### config.mk
export PLATFORM = sky130hd
export DESIGN_NAME = sram_port_arbiter
export DESIGN_NICKNAME = d
export VERILOG_FILES = /design/src/rtl/sram_port_arbiter.sv
export SDC_FILE = /design/constraint.sdc
export NUM_CORES = 1
export LEC_CHECK = 0
export BUFFER_PORTS_ARGS = -buffer_cell sky130_fd_sc_hd__buf_2
export CAP_MARGIN = 20
export CORE_AREA = 10 10 122 124
export DETAILED_ROUTE_END_ITERATION = 6
export DIE_AREA = 0 0 132 134
export GPL_ROUTABILITY_DRIVEN = 0
export PLACE_DENSITY_LB_ADDON = 0.15
export SLEW_MARGIN = 20
export SYNTH_ARGS = -nofsm -noshare
export SYNTH_HDL_FRONTEND = slang
export SYNTH_SLANG_ARGS = --single-unit
### constraint.sdc
create_clock -name clk -period 2.5 [get_ports clk]
set_clock_uncertainty 0.05 [all_clocks]
set_input_delay 0.25 -clock clk [delete_from_list [all_inputs] [get_ports clk]]
set_output_delay 0.25 -clock clk [all_outputs]
set_load 0.01 [all_outputs]
### src/rtl/sram_port_arbiter.sv
// sram_port_arbiter
//
// Shares one single-port synchronous SRAM between the CPU instruction-fetch
// port (i_*) and the CPU data port (d_*). At most one access is granted per
// cycle, read data (1-cycle SRAM latency) is routed back to whichever port
// owned the read, and saturating per-port grant counters are kept for debug.
//
// Optional build macro: SRAM_ARB_STARVE_GUARD_EN
//   Undefined (default): data always wins a contested cycle.
//   Defined: after STARVE_LIMIT consecutive denied fetch cycles, the next
//   contested cycle is forced to the fetch port.
//
// Handshake: a requester raises *_req and holds its address/controls stable
// until it sees *_gnt high in the same cycle. *_gnt is combinational and
// marks the transfer cycle. A granted read returns exactly one cycle later
// with *_rvalid high for one cycle and *_rdata valid only in that cycle.
// Writes produce no response. Dropping *_req before a grant cancels the
// request without side effects.

module sram_port_arbiter #(
    parameter int AW           = 32,
    parameter int DW           = 32,
    parameter int STARVE_LIMIT = 4
) (
    input  logic          clk,
    input  logic          resetn,

    // instruction fetch port
    input  logic          i_req,
    input  logic [AW-1:0] i_addr,
    output logic          i_gnt,
    output logic          i_rvalid,
    output logic [DW-1:0] i_rdata,

    // data port
    input  logic          d_req,
    input  logic [3:0]    d_wen,
    input  logic [AW-1:0] d_addr,
    input  logic [DW-1:0] d_wdata,
    output logic          d_gnt,
    output logic          d_rvalid,
    output logic [DW-1:0] d_rdata,

    // SRAM side
    output logic          ram_en,
    output logic [3:0]    ram_wen,
    output logic [AW-1:0] ram_addr,
    output logic [DW-1:0] ram_wdata,
    input  logic [DW-1:0] ram_rdata,

    // debug counters
    output logic [31:0]   i_gnt_cnt,
    output logic [31:0]   d_gnt_cnt
);

    // Owner of the read whose data the SRAM presents in the current cycle.
    typedef enum logic [1:0] {
        RSP_NONE = 2'd0,
        RSP_INST = 2'd1,
        RSP_DATA = 2'd2
    } rsp_owner_e;

    rsp_owner_e  rsp_owner_q, rsp_owner_d;
    logic [31:0] i_gnt_cnt_q, i_gnt_cnt_d;
    logic [31:0] d_gnt_cnt_q, d_gnt_cnt_d;
    logic        force_fetch;

`ifdef SRAM_ARB_STARVE_GUARD_EN
    localparam logic [2:0] STARVE_MAX = 3'(STARVE_LIMIT);

    logic [2:0] starve_cnt_q, starve_cnt_d;

    // Fetch wins a contested cycle once it has been denied STARVE_MAX times.
    always_comb begin
        force_fetch = (starve_cnt_q == STARVE_MAX) && i_req && d_req;
    end

    // Count consecutive denied fetch cycles, saturating at the limit.
    always_comb begin
        starve_cnt_d = starve_cnt_q;
        if (!i_req || i_gnt) begin
            starve_cnt_d = 3'd0;
        end else if (starve_cnt_q != STARVE_MAX) begin
            starve_cnt_d = starve_cnt_q + 3'd1;
        end
    end

    // Starvation counter register.
    always_ff @(posedge clk) begin
        if (!resetn) begin
            starve_cnt_q <= 3'd0;
        end else begin
            starve_cnt_q <= starve_cnt_d;
        end
    end
`else
    // The limit only matters with the starvation guard; keep it referenced.
    logic unused_starve_limit;
    assign unused_starve_limit = (STARVE_LIMIT != 0);

    // Fixed data priority: fetch is never forced.
    always_comb begin
        force_fetch = 1'b0;
    end
`endif

    // One grant per cycle; data has priority unless fetch is being forced.
    // Both grants are held low while reset is asserted.
    always_comb begin
        d_gnt = 1'b0;
        i_gnt = 1'b0;
        if (resetn) begin
            d_gnt = d_req && !force_fetch;
            i_gnt = i_req && (!d_req || force_fetch);
        end
    end

    // Steer the granted port onto the SRAM; park everything at zero when idle.
    always_comb begin
        ram_en    = 1'b0;
        ram_wen   = 4'h0;
        ram_addr  = '0;
        ram_wdata = '0;
        if (d_gnt) begin
            ram_en    = 1'b1;
            ram_wen   = d_wen;
            ram_addr  = d_addr;
            ram_wdata = d_wdata;
        end else if (i_gnt) begin
            ram_en    = 1'b1;
            ram_addr  = i_addr;
        end
    end

    // Remember who gets the SRAM read data next cycle; writes return nothing.
    always_comb begin
        rsp_owner_d = RSP_NONE;
        if (d_gnt && (d_wen == 4'h0)) begin
            rsp_owner_d = RSP_DATA;
        end else if (i_gnt) begin
            rsp_owner_d = RSP_INST;
        end
    end

    // Saturating grant counters: stick at all-ones instead of wrapping.
    always_comb begin
        i_gnt_cnt_d = i_gnt_cnt_q;
        d_gnt_cnt_d = d_gnt_cnt_q;
        if (i_gnt && (i_gnt_cnt_q != 32'hFFFF_FFFF)) begin
            i_gnt_cnt_d = i_gnt_cnt_q + 32'd1;
        end
        if (d_gnt && (d_gnt_cnt_q != 32'hFFFF_FFFF)) begin
            d_gnt_cnt_d = d_gnt_cnt_q + 32'd1;
        end
    end

    // Response owner and counter registers; reset drops any pending read.
    always_ff @(posedge clk) begin
        if (!resetn) begin
            rsp_owner_q <= RSP_NONE;
            i_gnt_cnt_q <= 32'd0;
            d_gnt_cnt_q <= 32'd0;
        end else begin
            rsp_owner_q <= rsp_owner_d;
            i_gnt_cnt_q <= i_gnt_cnt_d;
            d_gnt_cnt_q <= d_gnt_cnt_d;
        end
    end

    // Route SRAM read data to its owner; non-owners see zero.
    always_comb begin
        i_rvalid = (rsp_owner_q == RSP_INST);
        d_rvalid = (rsp_owner_q == RSP_DATA);
        i_rdata  = i_rvalid ? ram_rdata : '0;
        d_rdata  = d_rvalid ? ram_rdata : '0;
    end

    assign i_gnt_cnt = i_gnt_cnt_q;
    assign d_gnt_cnt = d_gnt_cnt_q;

endmodule

### After elaboration in Yosys (flattened, before gate mapping)

Cells that the tools add are included.

| word-level totals | value |
|---|---|
| bits in read-only memories | 0 |
| bits in writable memories | 0 |
| input bits | 136 |
| register bits | 66 |
| memories | 0 |
| output and inout port bits | 201 |
| latch bits | 0 |

| cells by class | value |
|---|---|
| muxes and demuxes | 12 |
| reduce and logical (&&, ||, !) cells | 7 |
| add/sub/neg operators | 2 |
| equal/unequal tests | 4 |
| magnitude comparators | 0 |
| div/mod/pow operators | 0 |
| $mul | 0 |
| bitwise operators | 1 |
| shifts and indexed selects | 0 |

Operators by type and width:

| kind | number |
|---|---|
| $mux 32 | 5 |
| $add 32x1->32 const B | 2 |
| $ne 32x32->1 const B | 2 |
| $mux 1 | 5 |
| $logic_and 1x1->1 | 4 |
| $logic_not 4->1 | 1 |
| $mux 4 | 1 |
| $eq 2x1->1 const B | 1 |
| $eq 2x2->1 const B | 1 |
| $mux 2 | 1 |
| $reduce_or 2->1 | 1 |
| $logic_not 1->1 | 1 |
| $not 1->1 | 1 |

### Longest topological paths before layout

| depth | value |
|---|---|
| depth after elaboration | 5 |
| mapped depth | 8 |
| gate-level depth less buffers | 6 |

### Worst setup path before layout

Ideal clock, no wire load.

| timing | value |
|---|---|
| path type | reg2reg |
| start | reg i_gnt_cnt_q[18] (netlist: i_gnt_cnt[18]) |
| end | reg i_gnt_cnt_q[18] (netlist: i_gnt_cnt[18]) |
| arrival time | 1.852 ns |
| period minus slack after synthesis | 2.030 ns |
| stages on the path, launching flop included | 7 |
| setup slack | 0.470 ns |
| required time | 2.322 ns |
| setup time | 0.128 ns |
| cell sequence | dfxtp_1 nand4_2 or4_4 o311ai_2 buf_6 xor2_1 nor2_1 |

| on the way | value |
|---|---|
| cells in the longest elaborated chain, start to end | 2 |

RTL lines:

| element | line | RTL |
|---|---|---|
| from (decl) | 64 | `logic [31:0] i_gnt_cnt_q, i_gnt_cnt_d;` |
| from (signal assigned) | 165 | `i_gnt_cnt_q <= i_gnt_cnt_d;` |
| parallel branches: the longest is 2 deep, another holds $add 32x1->32 | - |  |

Parallel ways; which one is timed is not known.
A chain may end at the register's enable or synchronous reset.

### Worst setup path after layout

| timing | value |
|---|---|
| start | reg i_gnt_cnt_q[6] (netlist: i_gnt_cnt[6]) |
| end | reg i_gnt_cnt_q[29] (netlist: i_gnt_cnt[29]) |

Same word-level chain as after synthesis.

==> impl_metrics.tcl <==
set metrics [dict create \
    setup.worst_path.start_class "flip-flop" \
    crit_required_ns 2.65 \
    power_density_nw_per_um2 396 \
    grtUsageMet2_pct 43.5 \
    swShare_pct 26.4 \
    fillers 1244 \
    wl_um 23600 \
    setup_violations 0 \
    numCtsBuffers 9 \
    synth_cell_types 59 \
    worstSetupEndpointType "flip-flop" \
    critPathKind "flip-flop to flip-flop" \
    synth_area_um2 4450 \
    drv_cap 0 \
    start_util_pct 35.7 \
    synth_top_area_share_pct 29.7 \
    synth_edf_count 0 \
    yosys_register_bits 66 \
    path_max_fanout 9 \
    core_area_um2 12500 \
    overflow 0 \
    internal_power_mw 1.93 \
    drive_above_1_share_pct 46.0 \
    synth_top_cell_by_area "dfxtp_1" \
    ys.flop_type "dfxtp_1" \
    num_rows 41 \
    grt_use_total_pct 25.3 \
    dieArea_um2 17700 \
    grt_util_met1_pct 26.9 \
    drtPass1Iterations 5 \
    combPwrFrac_pct 16.2 \
    seqPwrFrac_pct 40.7 \
    post_drt_wl_per_cell_um 22.1 \
    root_buffer "clkbuf_16" \
    antenna_found_initial 9 \
    min_period_over_period_pct 90.6 \
    clockBufferDepth 2 \
    final_max_slew_viol_count 0 \
    leakagePower_nw 3.41 \
    outcome "complete, no violations" \
    syn_area_per_cell_um2 8.02 \
    die_h_um 134 \
    dieWidth_um 132 \
    slew_headroom_pct 55.5 \
    drtAntennaViolNets 0 \
    rsz0062_at_grt "false" \
    cp.arrival_ns 2.42 \
    grt_use_met3_pct 9.75 \
    path_clk_slew_ns 0.05 \
    drt-initial-drc-count 381 \
    async_reset_ff_share_pct 0 \
    period_needed_ns 2.27 \
    clk-insertion-delay-late_ns 0.33 \
    grt_pass1_vias 5784 \
    hold_class "primary input to flip-flop" \
    min_path_cells 3 \
    p_sw_uw 693 \
    grt_max_degree 44 \
    synth_warnings 0 \
    vias 5765 \
    ir_worst_vdd_mv 0.274 \
    syn_inst 555 \
    tightest_slew_ns 0.666 \
    fin_util_pct 53.2 \
    clock_sinks 66 \
    grt.busiest_layer "met2" \
    viasPerCell 5.39 \
    whs_ns 0.169 \
    nets 1024 \
    cts.htree.levels 3 \
    cts_tree "done" \
    postCtsSetupRepairBufs 0 \
    grt_pass1_wl_um 35300 \
    synth_area_leaders "dfxtp_1 30%, and2_1 9.0%, a22o_1 6.3%" \
    hpwl_um 19800 \
    timing_hold_violations_final 0 \
    ys_seq_area_share_pct 29.7 \
    timing.fmax_mhz 441 \
    worst_r2r_path_depth 6 \
    tns_ns 0 \
    syn_to_final_growth_pct 49.0 \
    clockPowerShare_pct 43.1 \
    post-route-drc-count 0 \
    synth_fp_nets 693 \
    io_pins 337 \
    portBuffers 336 \
]
==> metrics by stage <==
stage	setup WS (ns)	instances	instance area, um2	total power [mW]
CTS	0.143	1061	6600	2.64
finish	0.235	1069	6630	2.62
global route	0.102	1067	6630	2.72
global placement	0.270	1047	6340	1.51
detailed placement	0.154	1047	6340	1.51
floorplan	0.470	555	4450	1.26
==> sequential cells by signal, summed over array words and instances, names as in the netlist <==
signal       flops
i_gnt_cnt       32
d_gnt_cnt       32
rsp_owner_q      2
==> worst paths after layout <==
check,startpoint,end,slack (ns)
worst max-delay path,i_gnt_cnt[6],i_gnt_cnt[29],0.23
worst min-delay path,d_wen[0],rsp_owner_q[1],0.17
worst min register to register,i_gnt_cnt[27],i_gnt_cnt[27],0.45
worst max register to register,i_gnt_cnt[6],i_gnt_cnt[29],0.23
==> what timing repair did <==
action | CTS | global route
gates resized for setup | 0 | 1
hold buffers | 0 | 0
setup endpoints to repair | 0 | 2
==> Yosys cell counts (12+ instances only) <==
cell type,number
or3_1,18
a21oi_2,12
mux2i_1,14
a21oi_1,21
and2_1,64
nor2_1,28
clkbuf_1,26
nand4_1,24
dfxtp_1,66
nand3_1,21
a22o_1,32
o21ai_0,12
o31ai_1,12
nand2_1,40
o21ai_1,12
and3_1,39
==> kinds of logic after synthesis <==
family          after synthesis  synth area share [%]
buf+inv                      49                  4.84
mux                          14                  3.15
flops                        66                  29.7
xor+xnor                     10                  1.97
compound gates              122                  20.2
simple gates                292                  39.6
fa+ha+maj                     2                 0.562
==> placed cells by master (no fill, tap or decap), types with 3 or more instances in the layout <==
cell type and count:
nor4_4 3, buf_4 21, a22o_1 32, nand2b_1 10, dfxtp_1 66, o21ai_0 12, buf_2 336, or4_1 10
nand4_1 24, nor3_1 6, diode_2 8, inv_1 9, or3_1 18, o211ai_1 5, xnor2_1 3, o21ai_1 12
clkbuf_16 9, a21oi_2 12, xor2_1 7, nand3_1 21, nand2_1 40, and2_1 64, nor4_1 5, a21oi_1 21
o31ai_1 12, and3_1 39, nor2_1 28, or3_2 6, mux2i_1 14
==> power by group through the flow <==
stage | clock network (mW) | logic (mW) | registers, mW
final | 1.13 | 0.424 | 1.07
after global routing | 1.20 | 0.455 | 1.07
after CTS | 1.15 | 0.426 | 1.07
after detailed placement | 0 | 0.422 | 1.09
after global placement | 0 | 0.418 | 1.09
after floorplan | 0 | 0.170 | 1.09
==> worst max-delay path, cell delays in order (launching register included) <==
cell and delay (ns):
dfxtp_1 0.46, nand4_2 0.24, or4_1 0.63, o2111ai_2 0.35, buf_4 0.22, or3_2 0.13
a21oi_2 0.05
==> cell type report <==
cell class              count  area (um2)  area share (%)
well taps                 172         215            3.25
clock buffers              11         243            3.66
diodes                      8        20.0           0.302
multi-input cells         440        2930            44.2
flip-flops and latches     66        1320            19.9
clock inverters             3        17.5           0.264
repair buffers            357        1840            27.7
inverters                  12        45.0           0.679
==> routing by layer <==
metal | wire (um) | share of wire, %
met2 | 11500 | 49
met3 | 2510 | 11
met1 | 8840 | 37
met5 | 0 | 0
met4 | 777 | 3.3
Power figures use the tool's default switching activity.
